`config.mk`:
```
export PLATFORM = sky130hd
export DESIGN_NAME = mem_ctrl_flat
export DESIGN_NICKNAME = d
export VERILOG_FILES = /design/src/rtl/mem_ctrl_pkg.sv /design/src/rtl/mem_ctrl_if.sv /design/src/rtl/mem_ctrl_ext.sv /design/src/rtl/mem_ctrl.sv /design/src/flat_wrapper.sv
export SDC_FILE = /design/constraint.sdc
export NUM_CORES = 1
export LEC_CHECK = 0
export BUFFER_PORTS_ARGS = -buffer_cell sky130_fd_sc_hd__buf_4
export CORE_MARGIN = 2
export CORE_UTILIZATION = 35
export DETAILED_ROUTE_END_ITERATION = 10
export MAX_ROUTING_LAYER = met4
export SLEW_MARGIN = 20
export SYNTH_ARGS = -nofsm -noshare
export SYNTH_HDL_FRONTEND = slang
export SYNTH_HIERARCHICAL = 1
export SYNTH_SLANG_ARGS = --single-unit
```
`constraint.sdc`:
```
create_clock -name clk -period 6.6 [get_ports clk]
set_input_delay 0 -clock clk [delete_from_list [all_inputs] [get_ports clk]]
set_output_delay 0 -clock clk [all_outputs]
set_load 0.05 [all_outputs]
```
`src/rtl/mem_ctrl_pkg.sv`:
```
// Shared types and constants for the byte-wide memory port controller.
// Pure declarations: no logic, no latency, no flow control.
// Consumers import everything with mem_ctrl_pkg::*.
package mem_ctrl_pkg;

    typedef enum logic [1:0] {
        ST_IDLE  = 2'd0,
        ST_READ  = 2'd1,
        ST_WRITE = 2'd2
    } state_t;

    typedef enum logic {
        GR_IF = 1'b0,
        GR_LS = 1'b1
    } grant_t;

    localparam logic [1:0] SZ_B       = 2'd0;
    localparam logic [1:0] SZ_H       = 2'd1;
    localparam logic [1:0] SZ_W       = 2'd2;
    localparam logic [1:0] IO_HI_DFLT = 2'b11;

    function automatic logic [2:0] size_bytes(input logic [1:0] sz);
        case (sz)
            SZ_B:    return 3'd1;
            SZ_H:    return 3'd2;
            default: return 3'd4;
        endcase
    endfunction

endpackage

```
`src/rtl/mem_ctrl_if.sv`:
```
// Requester and RAM-side signal bundle for mem_ctrl.
// Wiring only: no latency.
// Requests are held by the master until the matching done pulse.
interface mem_ctrl_if;

    logic        if_req;
    logic [31:0] if_addr;
    logic        if_done;
    logic [31:0] if_data;

    logic        ls_req;
    logic        ls_wr;
    logic [1:0]  ls_size;
    logic        ls_sext;
    logic [31:0] ls_addr;
    logic [31:0] ls_wdata;
    logic        ls_done;
    logic [31:0] ls_rdata;

    logic [7:0]  mem_din;
    logic [7:0]  mem_dout;
    logic [31:0] mem_a;
    logic        mem_wr;

    modport slave (
        input  if_req, if_addr, ls_req, ls_wr, ls_size, ls_sext, ls_addr, ls_wdata, mem_din,
        output if_done, if_data, ls_done, ls_rdata, mem_dout, mem_a, mem_wr
    );

    modport master (
        output if_req, if_addr, ls_req, ls_wr, ls_size, ls_sext, ls_addr, ls_wdata, mem_din,
        input  if_done, if_data, ls_done, ls_rdata, mem_dout, mem_a, mem_wr
    );

endinterface

```
`src/rtl/mem_ctrl_ext.sv`:
```
// Load result extension: byte/half zero- or sign-extended, word passed through.
// Latency: combinational.
// Backpressure: none.
module mem_ctrl_ext
    import mem_ctrl_pkg::*;
(
    input  logic [1:0]  size,
    input  logic        sext,
    input  logic [31:0] raw,
    output logic [31:0] data
);

    always_comb begin
        data = raw;
        case (size)
            SZ_B:    data = {{24{sext & raw[7]}},  raw[7:0]};
            SZ_H:    data = {{16{sext & raw[15]}}, raw[15:0]};
            default: data = raw;
        endcase
    end

endmodule

```
`src/rtl/mem_ctrl.sv`:
```
// Arbitrates IF fetches and LS loads/stores onto one byte-wide RAM/IO port.
// Latency: read done at accept+N+2, write done at accept+N+1 (N = 1/2/4 bytes).
// Backpressure: rdy=0 freezes everything; IO stores stall while io_buffer_full.
module mem_ctrl
    import mem_ctrl_pkg::*;
#(
    parameter logic [1:0] IO_HI = IO_HI_DFLT
) (
    input logic        clk,
    input logic        rst,
    input logic        rdy,
    input logic        jp_wrong,
    input logic        io_buffer_full,
    mem_ctrl_if.slave  bus
);

    state_t      state_q, state_d;
    grant_t      cur_q, cur_d, last_q, last_d;
    logic [2:0]  k_q, k_d, n_q, n_d;
    logic [31:0] base_q, base_d, wdata_q, wdata_d, buf_q, buf_d;
    logic [31:0] mem_a_q, mem_a_d, if_data_q, if_data_d, ls_rdata_q, ls_rdata_d;
    logic [1:0]  size_q, size_d;
    logic        sext_q, sext_d;
    logic [7:0]  dout_q, dout_d;
    logic        mem_wr_q, mem_wr_d, if_done_q, if_done_d, ls_done_q, ls_done_d;

    logic        io_stall, take_ls, take_if, idle_ok;
    logic [1:0]  cap_idx;
    logic [2:0]  k_inc, k_dec;
    logic [31:0] raw_new, ext_data;

    assign io_stall = (base_q[17:16] == IO_HI) && io_buffer_full;
    assign cap_idx  = k_q[1:0] - 2'd2;
    assign k_inc    = k_q + 3'd1;
    assign k_dec    = k_q - 3'd2;
    assign take_ls  = bus.ls_req && (!bus.if_req || last_q == GR_IF);
    assign take_if  = bus.if_req && !take_ls;
    // No accept while a done is showing: the requester still holds req that cycle.
    assign idle_ok  = !if_done_q && !ls_done_q;

    always_comb begin
        raw_new = buf_q;
        raw_new[8*cap_idx +: 8] = bus.mem_din;
    end

    mem_ctrl_ext u_ext (
        .size (size_q),
        .sext (sext_q),
        .raw  (raw_new),
        .data (ext_data)
    );

    always_comb begin
        state_d    = state_q;
        cur_d      = cur_q;
        last_d     = last_q;
        k_d        = k_q;
        n_d        = n_q;
        base_d     = base_q;
        wdata_d    = wdata_q;
        buf_d      = buf_q;
        mem_a_d    = mem_a_q;
        if_data_d  = if_data_q;
        ls_rdata_d = ls_rdata_q;
        size_d     = size_q;
        sext_d     = sext_q;
        dout_d     = dout_q;
        mem_wr_d   = mem_wr_q;
        if_done_d  = if_done_q;
        ls_done_d  = ls_done_q;
        if (rdy) begin
            if_done_d = 1'b0;
            ls_done_d = 1'b0;
            case (state_q)
                ST_IDLE: begin
                    if (idle_ok && take_ls && (bus.ls_wr || !jp_wrong)) begin
                        cur_d   = GR_LS;
                        last_d  = GR_LS;
                        base_d  = bus.ls_addr;
                        mem_a_d = bus.ls_addr;
                        n_d     = size_bytes(bus.ls_size);
                        size_d  = bus.ls_size;
                        sext_d  = bus.ls_sext;
                        wdata_d = bus.ls_wdata;
                        buf_d   = '0;
                        if (bus.ls_wr) begin
                            state_d  = ST_WRITE;
                            mem_wr_d = 1'b1;
                            dout_d   = bus.ls_wdata[7:0];
                            k_d      = 3'd0;
                        end else begin
                            state_d  = ST_READ;
                            k_d      = 3'd1;
                        end
                    end else if (idle_ok && take_if && !jp_wrong) begin
                        cur_d   = GR_IF;
                        last_d  = GR_IF;
                        base_d  = bus.if_addr;
                        mem_a_d = bus.if_addr;
                        n_d     = 3'd4;
                        size_d  = SZ_W;
                        sext_d  = 1'b0;
                        buf_d   = '0;
                        state_d = ST_READ;
                        k_d     = 3'd1;
                    end
                end
                ST_READ: begin
                    // k counts addresses issued; byte k-2 arrives on mem_din this cycle.
                    if (jp_wrong) begin
                        state_d = ST_IDLE;
                    end else begin
                        if (k_q >= 3'd2) buf_d = raw_new;
                        if (k_q == n_q + 3'd1) begin
                            state_d = ST_IDLE;
                            if (cur_q == GR_IF) begin
                                if_done_d = 1'b1;
                                if_data_d = raw_new;
                            end else begin
                                ls_done_d  = 1'b1;
                                ls_rdata_d = ext_data;
                            end
                        end else begin
                            k_d = k_inc;
                            if (k_q < n_q) mem_a_d = base_q + {29'd0, k_q};
                        end
                    end
                end
                ST_WRITE: begin
                    if (!io_stall) begin
                        if (k_inc == n_q) begin
                            state_d   = ST_IDLE;
                            mem_wr_d  = 1'b0;
                            ls_done_d = 1'b1;
                        end else begin
                            k_d     = k_inc;
                            mem_a_d = base_q + {29'd0, k_inc};
                            dout_d  = wdata_q[8*k_inc[1:0] +: 8];
                        end
                    end
                end
                default: state_d = ST_IDLE;
            endcase
        end
    end

    always_ff @(posedge clk) begin
        if (rst) begin
            state_q    <= ST_IDLE;
            cur_q      <= GR_IF;
            last_q     <= GR_IF;
            k_q        <= '0;
            n_q        <= '0;
            base_q     <= '0;
            wdata_q    <= '0;
            buf_q      <= '0;
            mem_a_q    <= '0;
            if_data_q  <= '0;
            ls_rdata_q <= '0;
            size_q     <= SZ_B;
            sext_q     <= 1'b0;
            dout_q     <= '0;
            mem_wr_q   <= 1'b0;
            if_done_q  <= 1'b0;
            ls_done_q  <= 1'b0;
        end else begin
            state_q    <= state_d;
            cur_q      <= cur_d;
            last_q     <= last_d;
            k_q        <= k_d;
            n_q        <= n_d;
            base_q     <= base_d;
            wdata_q    <= wdata_d;
            buf_q      <= buf_d;
            mem_a_q    <= mem_a_d;
            if_data_q  <= if_data_d;
            ls_rdata_q <= ls_rdata_d;
            size_q     <= size_d;
            sext_q     <= sext_d;
            dout_q     <= dout_d;
            mem_wr_q   <= mem_wr_d;
            if_done_q  <= if_done_d;
            ls_done_q  <= ls_done_d;
        end
    end

    // While frozen mid-read, re-present the pending byte's address so mem_din
    // still carries that byte when rdy returns.
    assign bus.mem_a    = (!rdy && state_q == ST_READ && k_q >= 3'd2) ? base_q + {29'd0, k_dec}
                                                                      : mem_a_q;
    assign bus.mem_wr   = mem_wr_q && rdy && !io_stall;
    assign bus.mem_dout = dout_q;
    assign bus.if_done  = if_done_q;
    assign bus.if_data  = if_data_q;
    assign bus.ls_done  = ls_done_q;
    assign bus.ls_rdata = ls_rdata_q;

endmodule

```
`src/flat_wrapper.sv`:
```
// flat-port wrapper written by rule: the top's interface ports become plain ports
module mem_ctrl_flat import mem_ctrl_pkg::*;
#(
    parameter logic [1:0] IO_HI = IO_HI_DFLT
)
  (clk, rst, rdy, jp_wrong, io_buffer_full, bus_if_req, bus_if_addr, bus_ls_req, bus_ls_wr, bus_ls_size, bus_ls_sext, bus_ls_addr, bus_ls_wdata, bus_mem_din, bus_if_done, bus_if_data, bus_ls_done, bus_ls_rdata, bus_mem_dout, bus_mem_a, bus_mem_wr);
  mem_ctrl_if bus_i ();
  input logic clk;
  input logic rst;
  input logic rdy;
  input logic jp_wrong;
  input logic io_buffer_full;
  input wire logic [$bits(bus_i.if_req)-1:0] bus_if_req;
  input wire logic [$bits(bus_i.if_addr)-1:0] bus_if_addr;
  input wire logic [$bits(bus_i.ls_req)-1:0] bus_ls_req;
  input wire logic [$bits(bus_i.ls_wr)-1:0] bus_ls_wr;
  input wire logic [$bits(bus_i.ls_size)-1:0] bus_ls_size;
  input wire logic [$bits(bus_i.ls_sext)-1:0] bus_ls_sext;
  input wire logic [$bits(bus_i.ls_addr)-1:0] bus_ls_addr;
  input wire logic [$bits(bus_i.ls_wdata)-1:0] bus_ls_wdata;
  input wire logic [$bits(bus_i.mem_din)-1:0] bus_mem_din;
  output wire logic [$bits(bus_i.if_done)-1:0] bus_if_done;
  output wire logic [$bits(bus_i.if_data)-1:0] bus_if_data;
  output wire logic [$bits(bus_i.ls_done)-1:0] bus_ls_done;
  output wire logic [$bits(bus_i.ls_rdata)-1:0] bus_ls_rdata;
  output wire logic [$bits(bus_i.mem_dout)-1:0] bus_mem_dout;
  output wire logic [$bits(bus_i.mem_a)-1:0] bus_mem_a;
  output wire logic [$bits(bus_i.mem_wr)-1:0] bus_mem_wr;
  assign bus_i.if_req = bus_if_req;
  assign bus_i.if_addr = bus_if_addr;
  assign bus_i.ls_req = bus_ls_req;
  assign bus_i.ls_wr = bus_ls_wr;
  assign bus_i.ls_size = bus_ls_size;
  assign bus_i.ls_sext = bus_ls_sext;
  assign bus_i.ls_addr = bus_ls_addr;
  assign bus_i.ls_wdata = bus_ls_wdata;
  assign bus_i.mem_din = bus_mem_din;
  assign bus_if_done = bus_i.if_done;
  assign bus_if_data = bus_i.if_data;
  assign bus_ls_done = bus_i.ls_done;
  assign bus_ls_rdata = bus_i.ls_rdata;
  assign bus_mem_dout = bus_i.mem_dout;
  assign bus_mem_a = bus_i.mem_a;
  assign bus_mem_wr = bus_i.mem_wr;
  mem_ctrl #(.IO_HI(IO_HI)) u_core (.clk(clk), .rst(rst), .rdy(rdy), .jp_wrong(jp_wrong), .io_buffer_full(io_buffer_full), .bus(bus_i));
endmodule
```
==> metrics <==
met1 Use GR=29.6%; wire per inst=18.5 um; DR iter-0 viols=911; Crit Path Category=reg2reg; first-pass GRT wire length=65,500 um; drt drc=0; Mapped Area=0.0122 mm2; Register-to-Register Path Depth=11; post-synthesis register bit count=215; post-DR vias/cell=5.46; P_leak=6.22 nW; Finished Core Util=47.2%; PwrDens=227 mW/mm2; number of flops mapped to enable cells by yosys=0; crit share post-route=70.7%; synth unique cells=86; crit path capture=u_core/mem_a_q[24]; Critical R2R Capture=u_core/mem_a_q[24]; Slew @ Worst Pin=1.10 ns; nature of the critical path startpoint=flip-flop; P&R area growth vs syn=33.4%; grt met3 use=3.33%; clk root buf=clkbuf_16; IO buf count=221; gr ovfl total=0; core area=0.0345 mm2; Hold Path Depth=4; Reg clk slew, reported paths=0.06 ns; Ys Warns=6; Worst R2R Setup Slack=1.93 ns; Num Clock Sinks=215; vias=12,500; setup TNS=0 ns; most area-hungry cell type in the Yosys netlist=dfxtp_1; total wire length=42,400 um; Layout Nets=1,950; top cell type's share of synthesized area=35.3%; 1st-pass router iterations=5; min Tclk post-route=4.67 ns; worst reg2reg path startpoint=u_core/k_q[0]; dominant synthesized flop cell=dfxtp_1; syn nets=1,684; CTS tree=done; share of cells above drive strength 1=18.6%; Ports=222; max cap viols=0; Die H=191 um; Post-synth ARST share=0%; initial antenna violation count=2; Highest Clock Rate=214 MHz; max-slew violations=0; ANT nets after route=0; hold crit path type=in2reg; final hold viol count=0; Reg area=0.00430 mm2; die footprint=0.0364 mm2; crit path from=u_core/k_q[0]; initial core utilization=35.4%; TritonCTS Buffers=26; clk buf depth=3; Placer Congestion=0.930; multi-input logic area=0.00703 mm2; final setup vio count=0; GRT met2 Usage=37.6%; H-tree levels=1; vias in the first global route=12,017; cell row count=68; most frequent cells in the layout=nand2_1 (265), buf_4 (239), dfxtp_1 (215), dlygate4sd3_1 (150), a21oi_1 (144); commonest non-fill, non-tap cell in the layout=nand2_1; largest net degree at the start of global routing=74; Critical Path RT=7.01 ns; Worst-Skew Late Latency=0.55 ns; overall routing resource usage=23.1%; Max VDD drop=0.172 mV; Crit. End Element=flip-flop; CP arrival=5.08 ns; Seq/Total Area, Yosys=35.3%; Synth Instances=1,545; gr busiest metal=met2; Filler cells=3,333; ranking of synthesized cells by area=dfxtp_1 (35%), nand2_1 (8.2%), a21oi_1 (5.9%), mux2i_1 (4.8%), nor2_1 (3.8%); run status=complete, no violations; dpl hpwl=27,400 um; crit path max fanout=20; clk_skew=0.0247 ns; Syn Area/Cell=7.90 um2; DIE WIDTH=191 um; unrepaired setup endpoints after global routing=no; headroom to the max-slew limit=26.6%
[kinds of logic after synthesis]
| family | after synthesis | synth area share [%] |
|---|---|---|
| muxes | 78 | 7.43 |
| DFF | 215 | 35.3 |
| AOI/OAI and AO/OA | 402 | 21.2 |
| buffers and inverters | 203 | 7.35 |
| adders and majority gates | 24 | 2.58 |
| xor gates and xnor gates | 45 | 3.48 |
| and+or+nand+nor | 578 | 22.6 |
[layout make-up]
type | count | share of cell area (%)
clock inverters | 11 | 0.838
diodes | 2 | 0.0308
inverters | 51 | 1.18
multi-input cells | 1127 | 43.2
flip-flops and latches | 215 | 26.4
well taps | 455 | 3.50
repair buffers | 390 | 20.3
clock buffers | 37 | 4.50
[report_power, final]
part	switching (W)	internal [W]
clock	0.000591	0.000855
sequential	0.0000821	0.00136
combinational	0.000491	0.000319
[layer usage]
metal | part of all wire, % | vias to the layer above
li1 | - | 6039
met1 | 44 | 5932
met2 | 47 | 452
met3 | 6.5 | 77
met4 | 2.7 | 0
met5 | 0 | -
[worst max-delay path, stage by stage (launching register included)]
cell,delay [ns]
dfxtp_1,0.91
inv_1,0.24
ha_1,0.86
nand2_1,0.09
o21ai_0,0.19
inv_1,0.12
fa_1,0.42
nor2b_1,0.42
o2111ai_1,0.48
o31a_1,0.41
o311ai_0,0.26
mux2i_1,0.11
[cell usage after synthesis, types with 26 or more instances]
cell type / number
nand4_1: 55
o21ai_0: 93
xnor2_1: 30
buf_2: 26
a21oi_1: 145
nand3_1: 30
mux2i_1: 59
nand2_1: 265
clkbuf_1: 101
inv_1: 49
dfxtp_1: 215
nor2_1: 125
[per-stage QoR]
step | worst slack, ns | hold slack, ns | total power, W | cells | cell area [um2]
3_3_place_gp | 2.11 | 0.239 | 0.00218 | 2088 | 13900
3_5_place_dp | 1.95 | 0.255 | 0.00219 | 2088 | 13900
6_report | 1.93 | 0.0200 | 0.00370 | 2288 | 16300
5_1_grt | 1.42 | 0.0133 | 0.00385 | 2288 | 16300
4_1_cts | 1.94 | 0.00428 | 0.00371 | 2286 | 16300
2_1_floorplan | 2.60 | 0.136 | 0.00193 | 1545 | 12200
[timing repair]
action,4_1_cts,5_1_grt
endpoints found under the setup margin,0,0
hold endpoints to repair,154,0
setup buffers,0,0
hold buffers,150,0
resized for setup,0,0
[sequential cells by signal (all words and copies together), names as in the netlist]
| signal | count |
|---|---|
| u_core/mem_wr_q | 1 |
| u_core/mem_a_q | 32 |
| u_core/state_q | 2 |
| u_core/n_q | 3 |
| u_core/last_q | 1 |
| u_core/bus.ls_done | 1 |
| u_core/base_q | 32 |
| u_core/bus.if_data | 32 |
| u_core/k_q | 3 |
| u_core/buf_q | 32 |
| u_core/sext_q | 1 |
| u_core/bus.ls_rdata | 32 |
| u_core/bus.mem_dout | 8 |
| u_core/size_q | 2 |
| u_core/bus.if_done | 1 |
| u_core/wdata_q | 32 |
[how the worst min path moves through the flow]
stage,startpoint,to
final,bus_ls_addr[17],u_core/base_q[17]
after global routing,bus_ls_addr[25],u_core/mem_a_q[25]
after CTS,bus_ls_addr[17],u_core/base_q[17]
after detailed placement,bus_ls_wdata[26],u_core/wdata_q[26]
after global placement,bus_ls_sext,u_core/sext_q
after floorplan,bus_ls_wdata[0],u_core/wdata_q[0]
Power figures use the tool's default switching activity.
